`src/rtl/mdu_seq_pkg.sv`:
```
// Shared definitions for the iterative multiply/divide sequencer:
// op codes, FSM states, default widths and the op-decode helper.
package mdu_seq_pkg;

  localparam int MDU_LENGTH = 32;
  localparam int MDU_CNT_W  = 5;

  typedef enum logic [3:0] {
    MDU_OP_NOP   = 4'd0,
    MDU_OP_MULT  = 4'd1,
    MDU_OP_MULTU = 4'd2,
    MDU_OP_DIV   = 4'd3,
    MDU_OP_DIVU  = 4'd4,
    MDU_OP_MFHI  = 4'd5,
    MDU_OP_MFLO  = 4'd6,
    MDU_OP_MTHI  = 4'd7,
    MDU_OP_MTLO  = 4'd8
  } mdu_op_e;

  typedef enum logic [1:0] {
    MDU_IDLE = 2'd0,
    MDU_RUN  = 2'd1,
    MDU_FIX  = 2'd2
  } mdu_state_e;

  // Codes 9..15 behave exactly like NOP, so only 1..8 count as MDU work.
  function automatic logic is_mdu_op(input logic [3:0] op);
    return (op >= 4'd1) && (op <= 4'd8);
  endfunction

endpackage

```
`src/rtl/mdu_div_step.sv`:
```
// One restoring-division step: shift the next dividend bit into the
// partial remainder, trial-subtract the divisor, keep or restore.
module mdu_div_step #(
  parameter int W = 32
) (
  input  logic [W-1:0] rem,
  input  logic         msb_in,
  input  logic [W-1:0] divisor,
  output logic [W-1:0] rem_next,
  output logic         q_bit
);

  logic [W:0]   shifted;
  logic [W+1:0] diff;

  assign shifted = {rem, msb_in};
  assign diff    = {1'b0, shifted} - {2'b00, divisor};
  // No borrow means the divisor fits; the difference then always fits in W bits.
  assign q_bit    = ~diff[W+1];
  assign rem_next = q_bit ? diff[W-1:0] : shifted[W-1:0];

endmodule

```
`src/rtl/mdu_seq.sv`:
```
// Iterative multiply/divide sequencer with architectural HI/LO registers.
// MULT*/DIV* run 32 magnitude steps followed by one sign fix-up cycle;
// MTHI/MTLO write HI/LO directly; MFHI/MFLO only read the outputs.
// Optional build macro MDU_FAST_MUL_EN: multiplies use a single-cycle
// combinational multiplier and skip straight from IDLE to FIX.
module mdu_seq
  import mdu_seq_pkg::*;
#(
  parameter int LENGTH = MDU_LENGTH,
  parameter int CNT_W  = MDU_CNT_W
) (
  input  logic              clk,
  input  logic              rst,
  input  logic              ex_valid,
  input  logic [3:0]        ex_op,
  input  logic [LENGTH-1:0] ex_a,
  input  logic [LENGTH-1:0] ex_b,
  output logic              mdu_stall,
  output logic              mdu_busy,
  output logic              mdu_done,
  output logic [LENGTH-1:0] hi,
  output logic [LENGTH-1:0] lo
);

  localparam logic [CNT_W-1:0] CNT_LAST = CNT_W'(LENGTH - 1);

  mdu_state_e          state, state_next;
  logic [CNT_W-1:0]    cnt;
  logic [2*LENGTH-1:0] acc;       // {hi half, lo half}: product, or {remainder, quotient}
  logic [LENGTH-1:0]   opnd;      // |multiplicand| or |divisor|
  logic                op_div;
  logic                neg_q;     // negate product / quotient
  logic                neg_r;     // negate remainder (dividend was negative)
  logic                div0;
  logic                done_q;
  logic [LENGTH-1:0]   hi_q, lo_q;

  // Decode of the op presented by EXE.
  logic              accept, start_mul, start_div, op_signed, sign_a, sign_b;
  logic [LENGTH-1:0] abs_a, abs_b;

  assign accept    = ex_valid && (state == MDU_IDLE) && is_mdu_op(ex_op);
  assign start_mul = accept && ((ex_op == MDU_OP_MULT) || (ex_op == MDU_OP_MULTU));
  assign start_div = accept && ((ex_op == MDU_OP_DIV)  || (ex_op == MDU_OP_DIVU));
  assign op_signed = (ex_op == MDU_OP_MULT) || (ex_op == MDU_OP_DIV);
  assign sign_a    = op_signed & ex_a[LENGTH-1];
  assign sign_b    = op_signed & ex_b[LENGTH-1];
  assign abs_a     = sign_a ? -ex_a : ex_a;
  assign abs_b     = sign_b ? -ex_b : ex_b;

  // Iteration datapaths: one shift-add step and one restoring-divide step.
  logic [LENGTH:0]   mul_sum;
  logic [LENGTH-1:0] rem_next;
  logic              q_bit;

  assign mul_sum = {1'b0, acc[2*LENGTH-1:LENGTH]} + {1'b0, opnd & {LENGTH{acc[0]}}};

  mdu_div_step #(.W(LENGTH)) u_div_step (
    .rem      (acc[2*LENGTH-1:LENGTH]),
    .msb_in   (acc[LENGTH-1]),
    .divisor  (opnd),
    .rem_next (rem_next),
    .q_bit    (q_bit)
  );

  // Sign fix-up applied during FIX; divide-by-zero keeps an all-ones quotient.
  logic [2*LENGTH-1:0] prod_fix;
  logic [LENGTH-1:0]   quo_fix, rem_fix, res_hi, res_lo;

  assign prod_fix = neg_q ? -acc : acc;
  assign quo_fix  = div0 ? '1 : (neg_q ? -acc[LENGTH-1:0] : acc[LENGTH-1:0]);
  assign rem_fix  = neg_r ? -acc[2*LENGTH-1:LENGTH] : acc[2*LENGTH-1:LENGTH];
  assign res_hi   = op_div ? rem_fix : prod_fix[2*LENGTH-1:LENGTH];
  assign res_lo   = op_div ? quo_fix : prod_fix[LENGTH-1:0];

  // State register.
  always_ff @(posedge clk) begin
    // NOTE: sequential state uses <= so every register samples pre-edge values.
    if (rst) state <= MDU_IDLE;
    else     state <= state_next;
  end

  // Next-state logic.
  always_comb begin
    // NOTE: default first so no path leaves state_next unassigned (no latch).
    state_next = state;
    unique case (state)
      MDU_IDLE: begin
        if (start_div) state_next = MDU_RUN;
`ifdef MDU_FAST_MUL_EN
        if (start_mul) state_next = MDU_FIX;
`else
        if (start_mul) state_next = MDU_RUN;
`endif
      end
      MDU_RUN:  if (cnt == CNT_LAST) state_next = MDU_FIX;
      MDU_FIX:  state_next = MDU_IDLE;
      default:  state_next = MDU_IDLE;
    endcase
  end

  // Operand capture, iteration, counter and HI/LO write-back.
  always_ff @(posedge clk) begin
    if (rst) begin
      cnt    <= '0;
      acc    <= '0;
      opnd   <= '0;
      op_div <= 1'b0;
      neg_q  <= 1'b0;
      neg_r  <= 1'b0;
      div0   <= 1'b0;
      done_q <= 1'b0;
      hi_q   <= '0;
      lo_q   <= '0;
    end else begin
      done_q <= 1'b0;
      case (state)
        MDU_IDLE: begin
          if (accept && (ex_op == MDU_OP_MTHI)) hi_q <= ex_a;
          if (accept && (ex_op == MDU_OP_MTLO)) lo_q <= ex_a;
          if (start_mul || start_div) begin
            cnt    <= '0;
            acc    <= {{LENGTH{1'b0}}, abs_a};
            opnd   <= abs_b;
            op_div <= start_div;
            neg_q  <= sign_a ^ sign_b;
            neg_r  <= start_div & sign_a;
            div0   <= start_div && (ex_b == '0);
          end
`ifdef MDU_FAST_MUL_EN
          if (start_mul) acc <= {{LENGTH{1'b0}}, abs_a} * {{LENGTH{1'b0}}, abs_b};
`endif
        end
        MDU_RUN: begin
          cnt <= (cnt == CNT_LAST) ? '0 : cnt + CNT_W'(1);
          if (op_div) acc <= {rem_next, acc[LENGTH-2:0], q_bit};
          else        acc <= {mul_sum, acc[LENGTH-1:1]};
        end
        MDU_FIX: begin
          hi_q   <= res_hi;
          lo_q   <= res_lo;
          done_q <= 1'b1;
        end
        default: ;
      endcase
    end
  end

  assign mdu_busy  = (state != MDU_IDLE);
  assign mdu_stall = ex_valid & is_mdu_op(ex_op) & mdu_busy;
  assign mdu_done  = done_q;
  assign hi        = hi_q;
  assign lo        = lo_q;

endmodule

```
`config.mk`:
```
export PLATFORM = sky130hd
export DESIGN_NAME = mdu_seq
export DESIGN_NICKNAME = d
export VERILOG_FILES = /design/src/rtl/mdu_seq_pkg.sv /design/src/rtl/mdu_div_step.sv /design/src/rtl/mdu_seq.sv
export SDC_FILE = /design/constraint.sdc
export NUM_CORES = 1
export LEC_CHECK = 0
export ABC_AREA = 0
export BUFFER_PORTS_ARGS = -buffer_cell sky130_fd_sc_hd__buf_2
export CAP_MARGIN = 20
export CORE_MARGIN = 10
export CORE_UTILIZATION = 39
export DETAILED_ROUTE_END_ITERATION = 6
export PLACE_DENSITY = 0.55
export SYNTH_ARGS = -nofsm -noshare
export SYNTH_HDL_FRONTEND = slang
export SYNTH_SLANG_ARGS = --single-unit
```
`constraint.sdc`:
```
create_clock -name clk -period 9.7 [get_ports clk]
set_input_delay 0.485 -clock clk [delete_from_list [all_inputs] [get_ports clk]]
set_output_delay 0.485 -clock clk [all_outputs]
set_load 0.02 [all_outputs]
```
* After elaboration in Yosys (flattened, before gate mapping) *
Index checks and enable logic that the tools add are counted.

storage, ports and cells
  register bits = 172
  input port bits = 71
  output and inout port bits = 67
  logic and storage cells = 89

cells by class
  add/sub/neg operators = 8
  magnitude comparators = 2
  eq/ne operators = 14
  mux-type cells = 24
  bitwise logic cells = 8
  reduce and logical (&&, ||, !) cells = 22

operators with widths
  cell                   count
  $mux W32               10
  $mux W64               3
  $neg A32 Y32           4
  $pmux W32 S2           2
  $pmux W64 S2           1
  $neg A64 Y64           1
  $sub A33 B32 Y34       1
  $add A32 B32 Y33       1
  $and A32 B32 Y32       1
  $logic_not A32 Y1      1
  $mux W5                2
  $pmux W5 S2            1
  $reduce_and A2 Y1      5
  $eq A4 B2 Y1 const B   2
  $eq A4 B3 Y1 const B   2
  $logic_and A1 B1 Y1    8
  $mux W2                3
  $ne A2 B1 Y1 const B   3
  $reduce_bool A2 Y1     3
  $add A5 B1 Y5 const B  1
  $and A1 B1 Y1          5
  $eq A5 B5 Y1 const B   1
  $eq A4 B1 Y1 const B   1
  $eq A4 B4 Y1 const B   1
  other kinds (12)       15

* Longest topological paths before layout *
Gate-level depths: netlist (run 1).

  word-level depth = 7
  gate-level depth with buffers = 14

* Hierarchy *
A second synthesis (run 1) with hierarchy kept.

unflattened totals
  cell total of the unflattened synthesis = 1954
  area, all modules = 14815.5 sq um

modules (own cells, without submodules)
  module        times used  cells an instance  area an instance (sq um)  seq. area each (sq um)
  mdu_seq       1           1581               12385.6                   3443.3
  mdu_div_step  1           373                2429.8                    0.0

* Worst setup path after synthesis (run 1) *
OpenSTA, ideal clock, no wires.

  path type = flip-flop to flip-flop
  from = reg acc[0]
  to = reg acc[59]
  arrival = 3420 ps
  path slack = 6158 ps
  stages on the path, launching flop included = 15
  buffers on the path = 2
  cell sequence = dfxtp_1 > inv_1 > buf_1 > nor2_1 > ha_1 > clkbuf_1 > a21o_1 > a21o_1 > a221oi_1 > a21boi_1 > a2111oi_0 > o31ai_1 > a311oi_1 > xnor2_1 > a221o_1

between the ends
  word-level cells in the longest chain between the ends = 4

RTL lines
  item                    RTL line        text
  start, declared         mdu_seq.sv:29   logic [2*LENGTH-1:0] acc;
  start signal, assigned  mdu_seq.sv:123  acc <= {{LENGTH{1'b0}}, abs_a};
  start signal, assigned  mdu_seq.sv:136  if (op_div) acc <= {rem_next, acc[LENGTH-2:0], q_bit};
  start signal, assigned  mdu_seq.sv:137  else acc <= {mul_sum, acc[LENGTH-1:1]};
  $and A32 B32 Y32        mdu_seq.sv:56   assign mul_sum = {1'b0, acc[2*LENGTH-1:LENGTH]} + {1'b0, opnd & {LENGTH{acc[0]}}};
  $add A32 B32 Y33        mdu_seq.sv:56
  $mux W64                mdu_seq.sv:136
  $pmux W64 S2            mdu_seq.sv:117  case (state)

Every way passes these cells.
A chain may end at the register's enable or synchronous reset.

* Worst setup path in the final report (run 1) *
Ends and elaborated chain as after synthesis.

==> flow_metrics.py, run 1 <==
metrics = {
    "run_status": {
        "status": "completed",
    },
    "sta": {
        "worst_slew_pin_slew_ns": 1.08,
        "period_share_pct": 43.6,
        "slew_viol_final": 0,
        "finalCriticalPeriod_ns": 4.23,
        "postLayoutSetupSlackWorst_ns": 5.47,
        "slew_headroom_pct": 27.7,
        "fin_skew_ns": 0.0162,
        "fin_setup_tns_ns": 0,
        "fmaxAchievable_mhz": 237,
        "hold_viol": 0,
        "rsz0062_at_grt": "false",
        "finalSetupViolations": 0,
    },
    "critical_path": {
        "critPathMaxFanout": 30,
        "critPathTopFamily": "compound AO/OA/AOI/OAI gates",
        "r2r_setup_slack_ns": 5.47,
        "cp_slowest_cell": "a2111oi_0",
        "crit_path_frequent_cell": "a21o_1",
        "criticalPathCategory": "flip-flop to flip-flop",
        "cp.arrival_ns": 4.57,
        "critPathCaptureType": "flip-flop",
        "path_buf_inv": 2,
        "cp-start-kind": "flip-flop",
        "worstPathCellList": "inv_1, buf_4, nor2_1, ha_1, a21o_1, a21o_1, a221oi_1, a21boi_1, a2111oi_0, o31ai_1, a311oi_1, xnor2_1, a221o_1",
        "cpPeakStageDelay_ns": 0.69,
        "worstPathRequired_ns": 10.04,
    },
    "cells_and_area": {
        "seq_area_um2": 3440,
        "design_area_um2": 15600,
        "syn_to_final_growth_pct": 11.2,
        "multiInputGateArea_um2": 9830,
        "drive_gt1_share_pct": 11.6,
        "fillers": 3606,
        "diodes": 0,
        "nets": 2032,
    },
    "placement": {
        "io_buffers": 137,
        "place_congestion": 0.962,
        "dp_hpwl_um": 38700,
        "pre_cts_ws_ns": 5.55,
        "place_area_um2": 14900,
    },
    "route": {
        "viasPerCell": 5.97,
        "routed.top_layer": "met5",
        "met3WireLength_um": 3150,
        "num_vias": 14100,
        "wirelength_met1_um": 23300,
        "drc": 0,
        "totalWireLength_um": 51600,
        "postRouteAntennaNets": 0,
        "drtIter0Drc": 1041,
        "met2_length_um": 23300,
        "avgRoutedWirePerCell_um": 21.9,
        "drtPass1Iterations": 5,
    },
    "synth": {
        "synth_top_area_share_pct": 24.6,
        "syn_area_um2": 14000,
        "synth_edf_count": 0,
        "synthCells": 1848,
        "yosysWarningCount": 0,
        "ys.flop_type": "dfxtp_1",
        "synth_seq_area_share_pct": 24.6,
        "ys_types": 76,
        "synth_area_leaders": "dfxtp_1 25%, mux2i_1 6.9%, ha_1 6.2%, xor2_1 5.7%, nor2_1 5.5%",
        "async_flop_share_pct": 0,
        "syn-num-nets": 1991,
        "syn_area_per_cell_um2": 7.59,
        "yosysTopAreaCell": "dfxtp_1",
        "ys_ff_latch": 172,
    },
    "run": {
        "cap_violations": 0,
    },
    "cts": {
        "clock_sinks": 172,
        "ctsHtreeMaxLevel": 4,
        "insertion_delay_ns": 0.46,
        "cts_hold_buf": 0,
        "clock_tree.root_cell": "clkbuf_16",
        "clock_path_buffers": 2,
        "cts_tree": "built",
        "post_cts_buffers": 0,
        "cts-buffers-inserted": 17,
        "ctsResizeCount": 0,
        "path_clk_slew_ns": 0.07,
    },
    "grt": {
        "grt_max_degree": 80,
        "grt_use_total_pct": 22.8,
        "antenna_found_initial": 1,
        "grt_pass1_wl_um": 80400,
        "grt_pass1_vias": 13500,
        "overflow": 0,
    },
    "floorplan": {
        "die_w_um": 210,
        "coreArea_um2": 35500,
        "die_area_um2": 43900,
        "top_level_ports": 138,
        "num_rows": 69,
        "die_y_um": 210,
        "initial_utilization_pct": 39.5,
    },
    "pwr": {
        "powerDensity_nw_per_um2": 126,
        "leakage_uw": 0.00606,
        "peakVddDrop_v": 0.000133,
    },
    "min_path": {
        "hp-class": "input port to flip-flop",
    },
}
-- power breakdown --
group | internal [uW] | switching, uW | total, uW
Clock | 445 | 336 | 781
Sequential | 731 | 33.5 | 764
Combinational | 151 | 268 | 419
-- logic make-up (layout without fill, tap and decap cells) --
| family | after synthesis | count (layout) | share of synthesized area [%] |
|---|---|---|---|
| DFF | 172 | 172 | 24.6 |
| adders and majority gates | 72 | 72 | 6.53 |
| xor gates and xnor gates | 159 | 159 | 9.93 |
| buffers and inverters | 205 | 259 | 5.63 |
| muxes | 98 | 98 | 7.00 |
| AOI/OAI and AO/OA | 571 | 571 | 27.1 |
| and+or+nand+nor | 571 | 571 | 19.3 |
-- worst register-to-register path, stage by stage (launching register included) --
cell       delay, ns
dfxtp_1         0.35
inv_1           0.17
buf_4           0.36
nor2_1          0.09
ha_1            0.38
a21o_1          0.22
a21o_1          0.20
a221oi_1        0.34
a21boi_1        0.20
a2111oi_0       0.69
o31ai_1         0.24
a311oi_1        0.47
xnor2_1         0.11
a221o_1         0.29
-- placed cells by master, fill, tap and decap left out, types with 11 or more instances in the layout --
master     count
xor2_1        91
nand2b_1      20
or3_1         26
inv_1         72
o31ai_1       24
a21oi_1      144
nor3_1        46
o22ai_1       12
dfxtp_1      171
or4_1         15
a221oi_1      35
a21o_1        24
a22oi_1       12
nand2_1      126
nor4_1        16
a211oi_1      94
buf_4         18
o21ai_0      105
ha_1          70
and3_1        12
xnor2_1       68
buf_2        136
nand4_1       15
nor2b_1       18
nand3_1       32
clkbuf_16     17
o41ai_1       11
a31oi_1       15
mux2i_1       97
nor2_1       205
-- registers in the layout, summed over array words and instances (netlist names), 2 cells and up --
register,cells
opnd,32
cnt,5
hi,32
state,2
lo,32
acc,64
-- cells in the mapped netlist, drive strengths merged, types with 9 or more instances --
cell       n
nand2b    21
nand4     15
clkbuf   111
o21ai    109
nor3      48
a31oi     15
xnor2     68
ha        70
nor2     205
and2       9
a211oi    94
or4       18
or2       10
o41ai     11
nand3     33
inv       72
a221oi    35
buf       22
o22ai     12
nor4      17
and3      13
nand2    126
mux2i     97
dfxtp    172
a21o      24
nor2b     20
or3       26
a21oi    145
o31ai     25
a22oi     12
xor2      91
a2111oi   12
-- worst paths after layout --
check             endpoint  cells after the start     start
setup reg to reg   acc[59]                     13    acc[0]
hold reg to reg   opnd[31]                      2  opnd[31]
setup / recovery   acc[59]                     13    acc[0]
hold / removal     opnd[0]                      3   ex_b[0]
-- through the flow --
| stage | std cells | power (uW) | utilization [%] | hold WS (ns) |
|---|---|---|---|---|
| 2_1_floorplan | 1848 | 1050 | - | 0.432 |
| 3_3_place_gp | 2330 | 1190 | 42.1 | 0.447 |
| 3_5_place_dp | 2330 | 1190 | 42.1 | 0.449 |
| 4_1_cts | 2362 | 1970 | 43.9 | 0.306 |
| 5_1_grt | 2363 | 2050 | 43.9 | 0.313 |
| 6_report | 2363 | 1960 | 43.9 | 0.320 |
-- routing by layer --
layer / up-vias / global-route usage, %
li1: 6889 / -
met5: - / 0
met1: 6646 / 30.2
met2: 506 / 36.5
met3: 71 / 3.59
met4: 2 / 8.56
-- area by class of cell --
cell class                      instances  share of cell area (%)
Tap cell                              461                    3.70
Timing Repair Buffer                  155                    5.26
Clock buffer                           18                    2.82
Inverter                               72                    1.73
Sequential cell                       172                    22.1
Multi-Input combinational cell       1471                    63.1
Clock inverter                         14                    1.32
Power figures use the tool's default switching activity.
==> run 2, diff against run 1 <==
- ABC_AREA: 0 -> 1
- PLACE_DENSITY: 0.55 -> 0.56
- clock period: 9.7 -> 3.6 ns (I/O delays scaled with it)
==> run 2 against run 1 <==
Against the previous run: routed wire length is 65% higher; power increased to 2.9 times the previous value; synthesized cell count up 72%; via count is 52% higher; clock skew is 0.0054 ns lower; register-to-register slack worse by 4.8 ns; critical path type unchanged.
==> flow_metrics.py, run 2 <==
metrics = {
    "run_status": {
        "status": "completed",
    },
    "synth": {
        "ys_ff_latch": 172,
        "syn_area_per_cell_um2": 5.54,
        "syn_area_um2": 17600,
        "synth_area_leaders": "dfxtp_1 20%, nand2_1 19%, inv_1 10%, nand3_1 8.6%, o21ai_0 6.9%",
        "ys_types": 54,
        "synth_edf_count": 0,
        "syn-num-nets": 3322,
        "synth_seq_area_share_pct": 19.5,
        "synthCells": 3179,
        "ys.flop_type": "dfxtp_1",
        "yosysTopAreaCell": "dfxtp_1",
        "async_flop_share_pct": 0,
        "synth_top_area_share_pct": 19.5,
        "yosysWarningCount": 0,
        "synthTopCellsByCount": "905 x nand2_1, 486 x inv_1, 301 x nand3_1, 285 x nor2_1, 242 x o21ai_0",
        "yosys.cell_count.top_type": "nand2_1",
    },
    "critical_path": {
        "r2r_end": "acc[40]",
        "timing.rr.start": "acc[50]",
        "critPathMaxFanout": 34,
        "critPathCaptureType": "flip-flop",
        "cp-start-kind": "flip-flop",
        "r2r_setup_slack_ns": 0.67,
        "worstPathRequired_ns": 4.00,
        "cp.arrival_ns": 3.33,
        "criticalPathCategory": "flip-flop to flip-flop",
        "r2r_cells": 13,
    },
    "floorplan": {
        "initial_utilization_pct": 39.7,
        "die_area_um2": 54100,
        "die_w_um": 233,
        "top_level_ports": 138,
        "num_rows": 77,
        "die_y_um": 233,
        "coreArea_um2": 44400,
    },
    "cells_and_area": {
        "final_cell_mix": "904 x nand2_1, 486 x inv_1, 301 x nand3_1",
        "nets": 3424,
        "top_register": "acc",
        "drive_gt1_share_pct": 9.11,
        "syn_to_final_growth_pct": 11.4,
        "diodes": 0,
        "final_common_cell": "nand2_1",
        "largest_reg_flops": 64,
    },
    "min_path": {
        "holdPathEnd": "lo[1]",
        "min-delay-start": "ex_a[1]",
        "hp-class": "input port to flip-flop",
        "hold_depth": 3,
    },
    "grt": {
        "grt_use_total_pct": 30.6,
        "grt_pass1_wl_um": 124000,
        "antenna_found_initial": 4,
        "grt_max_degree": 71,
        "grt_pass1_vias": 19900,
        "overflow": 0,
    },
    "pwr": {
        "leakage_uw": 0.0100,
        "powerDensity_nw_per_um2": 292,
        "pwr-share-seq_pct": 36.1,
        "switching_share_pct": 41.0,
        "p_int_uw": 3380,
        "total_power_uw": 5730,
        "p_comb_share_pct": 30.9,
        "pwr-share-clk_pct": 33.0,
        "peakVddDrop_v": 0.000392,
        "power.switching_uw": 2350,
    },
    "cts": {
        "path_clk_slew_ns": 0.08,
        "ctsHtreeMaxLevel": 4,
        "cts-buffers-inserted": 17,
        "insertion_delay_ns": 0.51,
        "ctsResizeCount": 0,
        "post_cts_buffers": 0,
        "clock_path_buffers": 2,
        "clock_sinks": 172,
        "cts_tree": "built",
        "clock_tree.root_cell": "clkbuf_16",
    },
    "route": {
        "totalWireLength_um": 85100,
        "postRouteAntennaNets": 0,
        "viasPerCell": 5.51,
        "num_vias": 21400,
        "avgRoutedWirePerCell_um": 21.9,
        "drtPass1Iterations": 6,
        "drtIter0Drc": 2126,
        "drc": 0,
    },
    "sta": {
        "postLayoutSetupSlackWorst_ns": 0.673,
        "slew_headroom_pct": 34.4,
        "finalSetupViolations": 0,
        "fin_skew_ns": 0.0109,
        "worst_slew_pin_slew_ns": 0.974,
        "period_share_pct": 81.3,
        "hold_viol": 0,
        "fin_setup_tns_ns": 0,
        "finalCriticalPeriod_ns": 2.93,
        "rsz0062_at_grt": "false",
        "fmaxAchievable_mhz": 342,
        "slew_viol_final": 0,
        "whs_ns": 0.0347,
    },
    "placement": {
        "pre_cts_ws_ns": 0.746,
        "dp_hpwl_um": 69000,
        "place_congestion": 0.989,
        "io_buffers": 137,
    },
    "run": {
        "cap_violations": 0,
    },
}
==> run 2: cell count changes in the layout (fill, tap and decap cells not counted), sizes merged, moves of 33 or more <==
| cell | change |
|---|---|
| nand2 | +793 |
| inv | +425 |
| nand3 | +274 |
| o21ai | +164 |
| nor2 | +102 |
| mux2i | -97 |
| a211oi | -94 |
| a21oi | +88 |
| xnor2 | -60 |
| xor2 | -50 |
| a221oi | -34 |
| buf | +33 |
==> run 2: how the worst max path moves through the flow <==
stage | from | end | slack (ns) | depth (start not counted)
global route | acc[49] | acc[35] | 0.48 | 13
finish | acc[50] | acc[40] | 0.67 | 13
floorplan | acc[0] | acc[59] | 1.20 | 19
CTS | acc[49] | acc[35] | 0.74 | 13
detailed placement | acc[50] | acc[40] | 0.75 | 13
global placement | acc[50] | acc[35] | 0.72 | 13
==> run 2: stage by stage <==
step                      utilization, %  instance area (um2)  std cells
after floorplan                        -                17600       3179
after global placement              42.5                18900       3837
after detailed placement            42.6                18900       3838
after CTS                           44.2                19600       3886
after global routing                44.2                19600       3886
final                               44.2                19600       3886
==> run 2: cells by family (layout without fill, tap and decap cells) <==
family / Yosys count / after routing / synth area share [%]
simple gates: 1677 / 1677 / 40.9
fa+ha+maj: 72 / 72 / 5.20
compound gates: 591 / 591 / 18.1
flops: 172 / 172 / 19.5
buf+inv: 618 / 733 / 13.8
xor+xnor: 49 / 49 / 2.44
==> run 2: layer usage <==
metal	vias to the layer above	wire, um	track usage [%]
met3	164	5950	5.10
met5	-	0	0
li1	10500	-	-
met4	0	4610	16.5
met2	871	40000	51.8
met1	9908	34500	36.3
==> run 2: final cells by class <==
class | count | area [um2]
well taps | 592 | 741
inverters | 498 | 1870
clock inverters | 15 | 135
repair buffers | 203 | 1270
fillers | 5005 | 24800
flip-flops and latches | 172 | 3440
multi-input cells | 2389 | 11700
clock buffers | 17 | 425
==> run 2: worst max-delay path, stage by stage (launching register included) <==
cell,delay (ns)
dfxtp_1,0.63
ha_1,0.40
nand2_1,0.17
inv_1,0.05
nand2_1,0.08
nand2_1,0.07
nand2_1,0.10
nand2_1,0.13
a21oi_4,0.47
nand2_8,0.27
nand2_1,0.12
o21ai_0,0.11
o21ai_1,0.14
nand2_1,0.06
==> run 2: timing repair <==
item,in CTS,in global routing
hold endpoints to repair,15,0
endpoints found under the setup margin,0,0
hold buffers,16,0
==> run 2: power by group through the flow <==
stage	Combinational (uW)	Clock, uW	Sequential, uW
after floorplan	1130	0	2080
after detailed placement	1720	0	2110
after CTS	1740	1920	2070
after global placement	1720	0	2110
final	1770	1890	2070
after global routing	1930	1970	2080
